<file path="config.mk">
export PLATFORM = sky130hd
export DESIGN_NAME = fs_scan_ctrl
export DESIGN_NICKNAME = d
export VERILOG_FILES = /design/src/rtl/fs_pkg.sv /design/src/rtl/fs_circle_addr.sv /design/src/rtl/fs_scan_ctrl.sv
export SDC_FILE = /design/constraint.sdc
export NUM_CORES = 1
export LEC_CHECK = 0
export BUFFER_PORTS_ARGS = -buffer_cell sky130_fd_sc_hd__buf_2
export CAP_MARGIN = 20
export CORE_MARGIN = 2
export CORE_UTILIZATION = 45
export DETAILED_ROUTE_END_ITERATION = 10
export PLACE_DENSITY = 0.7
export SYNTH_ARGS = -nofsm -noshare
export SYNTH_HDL_FRONTEND = slang
export SYNTH_HIERARCHICAL = 1
export SYNTH_SLANG_ARGS = --single-unit
</file>
<file path="constraint.sdc">
create_clock -name clk -period 3.45 [get_ports clk]
set_clock_uncertainty 0.15 [all_clocks]
set_input_delay 0.1725 -clock clk [delete_from_list [all_inputs] [get_ports clk]]
set_output_delay 0.1725 -clock clk [all_outputs]
set_load 0.005 [all_outputs]
</file>
<file path="src/rtl/fs_pkg.sv">
// Shared constants, circle offset tables and scan states for the FAST scan sequencer.
package fs_pkg;

  localparam int FS_NPTS   = 16;
  localparam int FS_RADIUS = 3;

  // Radius-3 Bresenham circle, p1..p16 clockwise from the top.
  localparam int FS_DX [FS_NPTS] = '{0, 1, 2, 3, 3, 3, 2, 1, 0, -1, -2, -3, -3, -3, -2, -1};
  localparam int FS_DY [FS_NPTS] = '{-3, -3, -2, -1, 0, 1, 2, 3, 3, 3, 2, 1, 0, -1, -2, -3};

  typedef enum logic [2:0] {
    IDLE  = 3'd0,
    SCAN  = 3'd1,
    FETCH = 3'd2,
    LAST  = 3'd3,
    EVAL  = 3'd4,
    DONE  = 3'd5
  } fs_state_t;

  function automatic int fs_offset(input int idx, input int img_w);
    return FS_DY[idx] * img_w + FS_DX[idx];
  endfunction

endpackage

</file>
<file path="src/rtl/fs_circle_addr.sv">
// Maps a centre address and fetch index k (0 = centre, 1..16 = p1..p16) to an image RAM address.
module fs_circle_addr
  import fs_pkg::*;
#(
  parameter int IMG_W  = 180,
  parameter int ADDR_W = 15
) (
  input  logic [ADDR_W-1:0] addr,
  input  logic [4:0]        k,
  output logic [ADDR_W-1:0] rd_addr
);

  logic [ADDR_W-1:0] off_tab [FS_NPTS];
  logic [3:0]        idx;

  // Negative offsets wrap modulo 2^ADDR_W, so a plain add lands on the right pixel.
  for (genvar i = 0; i < FS_NPTS; i++) begin : g_off
    assign off_tab[i] = ADDR_W'(fs_offset(i, IMG_W));
  end

  assign idx = k[3:0] - 4'd1;

  // Centre read for k=0, otherwise centre plus the circle offset of p_k.
  always_comb begin
    if (k == 5'd0) begin
      rd_addr = addr;
    end else begin
      rd_addr = addr + off_tab[idx];
    end
  end

endmodule

</file>
<file path="src/rtl/fs_scan_ctrl.sv">
// Raster-scan sequencer: fetches centre plus 16 circle pixels per interior pixel,
// presents them to the score datapath and writes one score per pixel.
module fs_scan_ctrl
  import fs_pkg::*;
#(
  parameter int IMG_W   = 180,
  parameter int IMG_H   = 120,
  parameter int ADDR_W  = 15,
  parameter int SCORE_W = 12
) (
  input  logic               clk,
  input  logic               rst,
  input  logic               start,
  input  logic [7:0]         threshold_in,
  output logic               busy,
  output logic               done,
  output logic               img_rd_en,
  output logic [ADDR_W-1:0]  img_rd_addr,
  input  logic [7:0]         img_rd_data,
  output logic               dp_valid,
  output logic [7:0]         dp_ref_pxl,
  output logic [127:0]       dp_sel_pxl,
  output logic [7:0]         dp_threshold,
  output logic [ADDR_W-1:0]  dp_ref_addr,
  input  logic               corner_in,
  input  logic [SCORE_W-1:0] score_in,
  output logic               score_wr_en,
  output logic [ADDR_W-1:0]  score_wr_addr,
  output logic [SCORE_W-1:0] score_wr_data,
  output logic [ADDR_W-1:0]  corner_cnt
);

  localparam int XW = $clog2(IMG_W);
  localparam int YW = $clog2(IMG_H);
  localparam logic [XW-1:0] X_LO  = XW'(FS_RADIUS);
  localparam logic [XW-1:0] X_HI  = XW'(IMG_W - 1 - FS_RADIUS);
  localparam logic [XW-1:0] X_END = XW'(IMG_W - 1);
  localparam logic [YW-1:0] Y_LO  = YW'(FS_RADIUS);
  localparam logic [YW-1:0] Y_HI  = YW'(IMG_H - 1 - FS_RADIUS);
  localparam logic [ADDR_W-1:0] LAST_ADDR = ADDR_W'(IMG_W * IMG_H - 1);

  fs_state_t         state;
  logic [4:0]        k;
  logic [XW-1:0]     x, nx;
  logic [YW-1:0]     y, ny;
  logic [ADDR_W-1:0] addr, rd_addr, ref_addr, cnt;
  logic [7:0]        thr;
  logic [7:0]        bank [FS_NPTS+1];
  logic              next_interior, last_pixel;

  // Position of the pixel following the current one.
  always_comb begin
    if (x == X_END) begin
      nx = '0;
      ny = y + 1'b1;
    end else begin
      nx = x + 1'b1;
      ny = y;
    end
  end

  assign next_interior = (nx >= X_LO) && (nx <= X_HI) && (ny >= Y_LO) && (ny <= Y_HI);
  assign last_pixel    = (addr == LAST_ADDR);

  fs_circle_addr #(.IMG_W(IMG_W), .ADDR_W(ADDR_W)) u_circle (
    .addr    (addr),
    .k       (k),
    .rd_addr (rd_addr)
  );

  // Scan FSM, pixel counters and pixel bank. The interior/border decision is taken
  // while advancing, so an interior pixel goes straight from the advance into FETCH
  // and SCAN is only ever visited by border pixels (pixel 0 is always border).
  always_ff @(posedge clk) begin
    if (rst) begin
      state    <= IDLE;
      k        <= 5'd0;
      x        <= '0;
      y        <= '0;
      addr     <= '0;
      thr      <= 8'd0;
      ref_addr <= '0;
      cnt      <= '0;
      for (int i = 0; i < FS_NPTS + 1; i++) begin
        bank[i] <= 8'd0;
      end
    end else begin
      case (state)
        IDLE: begin
          if (start) begin
            thr   <= threshold_in;
            cnt   <= '0;
            x     <= '0;
            y     <= '0;
            addr  <= '0;
            k     <= 5'd0;
            state <= SCAN;
          end
        end
        SCAN, EVAL: begin
          if ((state == EVAL) && corner_in) begin
            cnt <= cnt + 1'b1;
          end
          if (last_pixel) begin
            state <= DONE;
          end else begin
            x     <= nx;
            y     <= ny;
            addr  <= addr + 1'b1;
            k     <= 5'd0;
            state <= next_interior ? FETCH : SCAN;
          end
        end
        FETCH: begin
          // Read data lags the strobe by one cycle: store the previous read.
          if (k != 5'd0) begin
            bank[k - 5'd1] <= img_rd_data;
          end
          if (k == 5'd16) begin
            state <= LAST;
          end else begin
            k <= k + 1'b1;
          end
        end
        LAST: begin
          bank[16] <= img_rd_data;
          ref_addr <= addr;
          state    <= EVAL;
        end
        DONE: begin
          state <= IDLE;
        end
        default: begin
          state <= IDLE;
        end
      endcase
    end
  end

  assign busy          = (state != IDLE) && (state != DONE);
  assign done          = (state == DONE);
  assign img_rd_en     = (state == FETCH);
  assign img_rd_addr   = img_rd_en ? rd_addr : '0;
  assign score_wr_en   = (state == SCAN) || (state == EVAL);
  assign score_wr_addr = score_wr_en ? addr : '0;
  assign score_wr_data = ((state == EVAL) && corner_in) ? score_in : '0;
  assign dp_valid      = (state == EVAL);
  assign dp_ref_pxl    = bank[0];
  assign dp_threshold  = thr;
  assign dp_ref_addr   = ref_addr;
  assign corner_cnt    = cnt;

  for (genvar i = 0; i < FS_NPTS; i++) begin : g_sel
    assign dp_sel_pxl[8*i +: 8] = bank[i+1];
  end

endmodule

</file>
==> impl_results.md <==
- N_diodes: 0
- Fin nets: 1386
- Layout cell share with drive strength beyond 1: 0.324
- EDFF count, synth: 136
- Clk root buf: clkbuf_16
- Worst path arrival time: 3.60 ns
- Flop-to-flop setup slack: 0.36 ns
- Routability congestion estimate: 0.877
- Htree depth: 1
- Async set-reset flop share out of synthesis: 0
- HP Start: img_rd_data[2]
- Final Hold Fails: 0
- Largest family of logic cells by synthesized area: simple AND/OR/NAND/NOR gates
- CP Launch Type: flop
- Gate Count Post-Synth: 1033
- Initial DRC count: 473
- Multi-input combinational cell area: 5080 um^2
- Die Wd: 158 um
- Worst r2r dst: bank[5][1]
- Worst rel slew slack: 0.453
- Vias in the first global route: 7886
- RSZ-0062 raised after global routing: yes
- Crit path max fanout: 4
- Switching Share: 0.217
- Largest net degree at the start of global routing: 57
- Failing checks: negative setup slack
- Worst Tran Pin Value: 0.798 ns
- Synth Area in Compound Gates: 0.0874
- Peak Freq: 255 MHz
- Placed instance count: 1597
- Fin crit share: 1.14
- Grt ovf: 0
- Average size of a mapped cell: 10.3 um^2
- First-pass DRT Iterations: 5
- Max Cap Viol: 0
- CORE AREA: 23300 um^2
- Seq cells post-synth: 212
- Worst-path clk slew: 0.06 ns
- Commonest cells after routing, fill and taps aside: 251 x buf_2, 178 x and2_1, 136 x edfxtp_1
- R2R Path Start: k[0]
- Sink Count: 212
- Non-filler cells, final: 1661
- Clock power frac: 0.430
- Wire per inst: 16.3 um
- Top FF cell, synth: edfxtp_1
- Leak pwr: 5.81 nW
- Net Count, Synth: 1094
- Sequential Area: 5610 um^2
- Pwr dens: 392 nW/um^2
- Fillers: 1957
- CP Data Required Time: 3.13 ns
- Slew Limit Fails: 0
- Min-delay worst type: primary input to flop
- Power, Total: 5.36 mW
- Sequential area share after synthesis: 0.528
- Io pins: 253
- Maximum vdd drop: 0.357 mV
- Finished Core Util: 0.587
- Critical Path Max Stage Delay: 0.44 ns
- Setup CP Type: flop to primary output
- Initial antenna violation count: 0
- Buffers added on ports: 252
- First-pass GRT wire length: 41200 um
- Synthesized area: 10600 um^2
- CTS Buffer Depth: 3
- Commonest non-fill, non-tap cell in the layout: buf_2
- Largest delay share family, worst path: compound AO/OA/AOI/OAI gates
- WP buf/inv: 5
- Die Height: 158 um
- Worst slack at placement: -0.0832 ns
- Via density: 5.14
- Yosys warning count: 6
- CP max stage cell: a2111o_1
- Final min period: 3.93 ns
- Hold Crit Depth: 2
- Std-Cell Rows: 56
- Worst path cell trace: buf_12 > nor3_4 > buf_6 > xnor2_4 > xnor2_2 > buf_4 > o21ai_4 > ha_4 > a2111o_1 > o2111ai_2 > buf_4 > nand2_2 > xnor2_2 > a21oi_2 > and2_1 > buf_2
- Overall routing resource usage: 0.209
- Synth Area in Adders: 0.0359
- Die area: 24800 um^2
- Final setup vio count: 11
- Worst Hold Path EP: bank[8][2]
- Simple-gate share of the synthesized area: 0.270
- Dpl hpwl: 18500 um
- Setup ws final: -0.476 ns
- Remaining antenna violation count: 0
- P&R area growth vs syn: 29.1%
- Starting Density: 0.455
- Skew-Pair Late Insertion Delay: 0.52 ns
- Flop pwr share: 0.519
- Unique masters post-synth: 76
- Multiplexer share of the synthesized area: 0.00531
- Gate power share: 0.051
- R2R cell count: 10
- Vias: 8534
- CTS tree: yes
- Pint: 4.20 mW
- CTS Buf Count: 23
- WL final: 27000 um
- XOR/XNOR Fraction of Synth Area: 0.0452
- Drc violations: 0
- CP Capture Type: primary output
- Status: complete, but fails checks
- Setup TNS: -3.57 ns
- Net Sw Power: 1.17 mW
worst max path at each step:
stage / to / slack (ns) / cells past startpoint / startpoint
final: img_rd_addr[9] / -0.48 / 16 / k[0]
after global routing: img_rd_addr[12] / -0.61 / 17 / k[0]
after CTS: img_rd_addr[13] / -0.43 / 14 / k[0]
after detailed placement: img_rd_addr[14] / -0.08 / 15 / k[0]
after global placement: img_rd_addr[14] / 0.0004 / 16 / k[0]
after floorplan: img_rd_addr[14] / 0.05 / 15 / k[0]
per-layer routing:
layer	global-route usage	vias to the layer above	wire length [um]	share of wire
li1	-	4185	-	-
met3	0.0396	36	1900	0.070
met1	0.277	3996	12000	0.45
met5	0	-	0	0
met4	0.0446	0	451	0.017
met2	0.355	317	12600	0.47
metrics by stage:
stage | cell area [um^2] | hold slack [ns]
finish | 13700 | 0.0802
floorplan | 10600 | 0.158
detailed placement | 12400 | 0.270
CTS | 13500 | 0.0643
global placement | 12400 | 0.262
global route | 13700 | 0.0875
cell usage after synthesis, types with 3 or more instances:
| library cell | instances | share of area |
|---|---|---|
| inv_1 | 13 | 0.0046 |
| xor2_1 | 30 | 0.025 |
| nor2_2 | 3 | 0.0018 |
| or3_1 | 6 | 0.0035 |
| nand3_1 | 19 | 0.0090 |
| and3_1 | 7 | 0.0041 |
| o211ai_1 | 3 | 0.0021 |
| nor4bb_1 | 3 | 0.0028 |
| and2_1 | 180 | 0.11 |
| mux2i_1 | 3 | 0.0028 |
| a22oi_1 | 9 | 0.0064 |
| nor2b_1 | 7 | 0.0041 |
| nor3_1 | 15 | 0.0071 |
| o21bai_1 | 3 | 0.0021 |
| nor4b_2 | 3 | 0.0042 |
| xnor2_1 | 21 | 0.017 |
| nand2b_1 | 11 | 0.0065 |
| dfxtp_1 | 76 | 0.14 |
| buf_2 | 15 | 0.0071 |
| clkbuf_1 | 29 | 0.010 |
| nor2_1 | 97 | 0.034 |
| nor4_1 | 8 | 0.0047 |
| a21oi_1 | 62 | 0.029 |
| nand3b_1 | 7 | 0.0050 |
| edfxtp_1 | 136 | 0.39 |
| buf_6 | 3 | 0.0032 |
| a211oi_1 | 6 | 0.0042 |
| nand4_1 | 12 | 0.0071 |
| a21o_1 | 8 | 0.0057 |
| buf_4 | 3 | 0.0021 |
| nand2_1 | 102 | 0.036 |
| or2_2 | 20 | 0.012 |
| ha_1 | 28 | 0.033 |
| o21ai_0 | 28 | 0.013 |
registers in the layout (all words and copies together) (netlist names):
register / cells
x: 8
corner_cnt: 15
k: 5
bank: 136
addr: 15
dp_ref_addr: 15
state: 3
dp_threshold: 8
y: 7
layout make-up:
cell class	instances	area share
clock inverter	8	0.00567
timing repair buffer	319	0.134
inverter	13	0.00393
multi-input combinational	756	0.371
clock buffer	34	0.0458
sequential	212	0.410
tap	319	0.0292
power by group through the flow:
stage / Clock [mW] / Sequential [mW] / Combinational, mW
final: 2.31 / 2.78 / 0.275
after global placement: 0 / 2.83 / 0.263
after floorplan: 0 / 2.84 / 0.119
after detailed placement: 0 / 2.83 / 0.266
after CTS: 2.35 / 2.78 / 0.278
after global routing: 2.44 / 2.79 / 0.304
logic make-up (layout without fill, tap and decap cells):
group | after synthesis | in the layout
DFF | 212 | 212
muxes | 5 | 5
AOI/OAI and AO/OA | 147 | 147
and+or+nand+nor | 521 | 521
xor gates and xnor gates | 53 | 53
buffers and inverters | 65 | 374
adders and majority gates | 30 | 30
timing repair:
item	in CTS	in global routing
setup buffers	8	5
hold buffers	9	0
setup endpoints to repair	12	13
endpoints found under the hold margin	9	0
pin swaps	34	29
resized for setup	59	34
No activity file was read; power rests on OpenSTA's default activity.
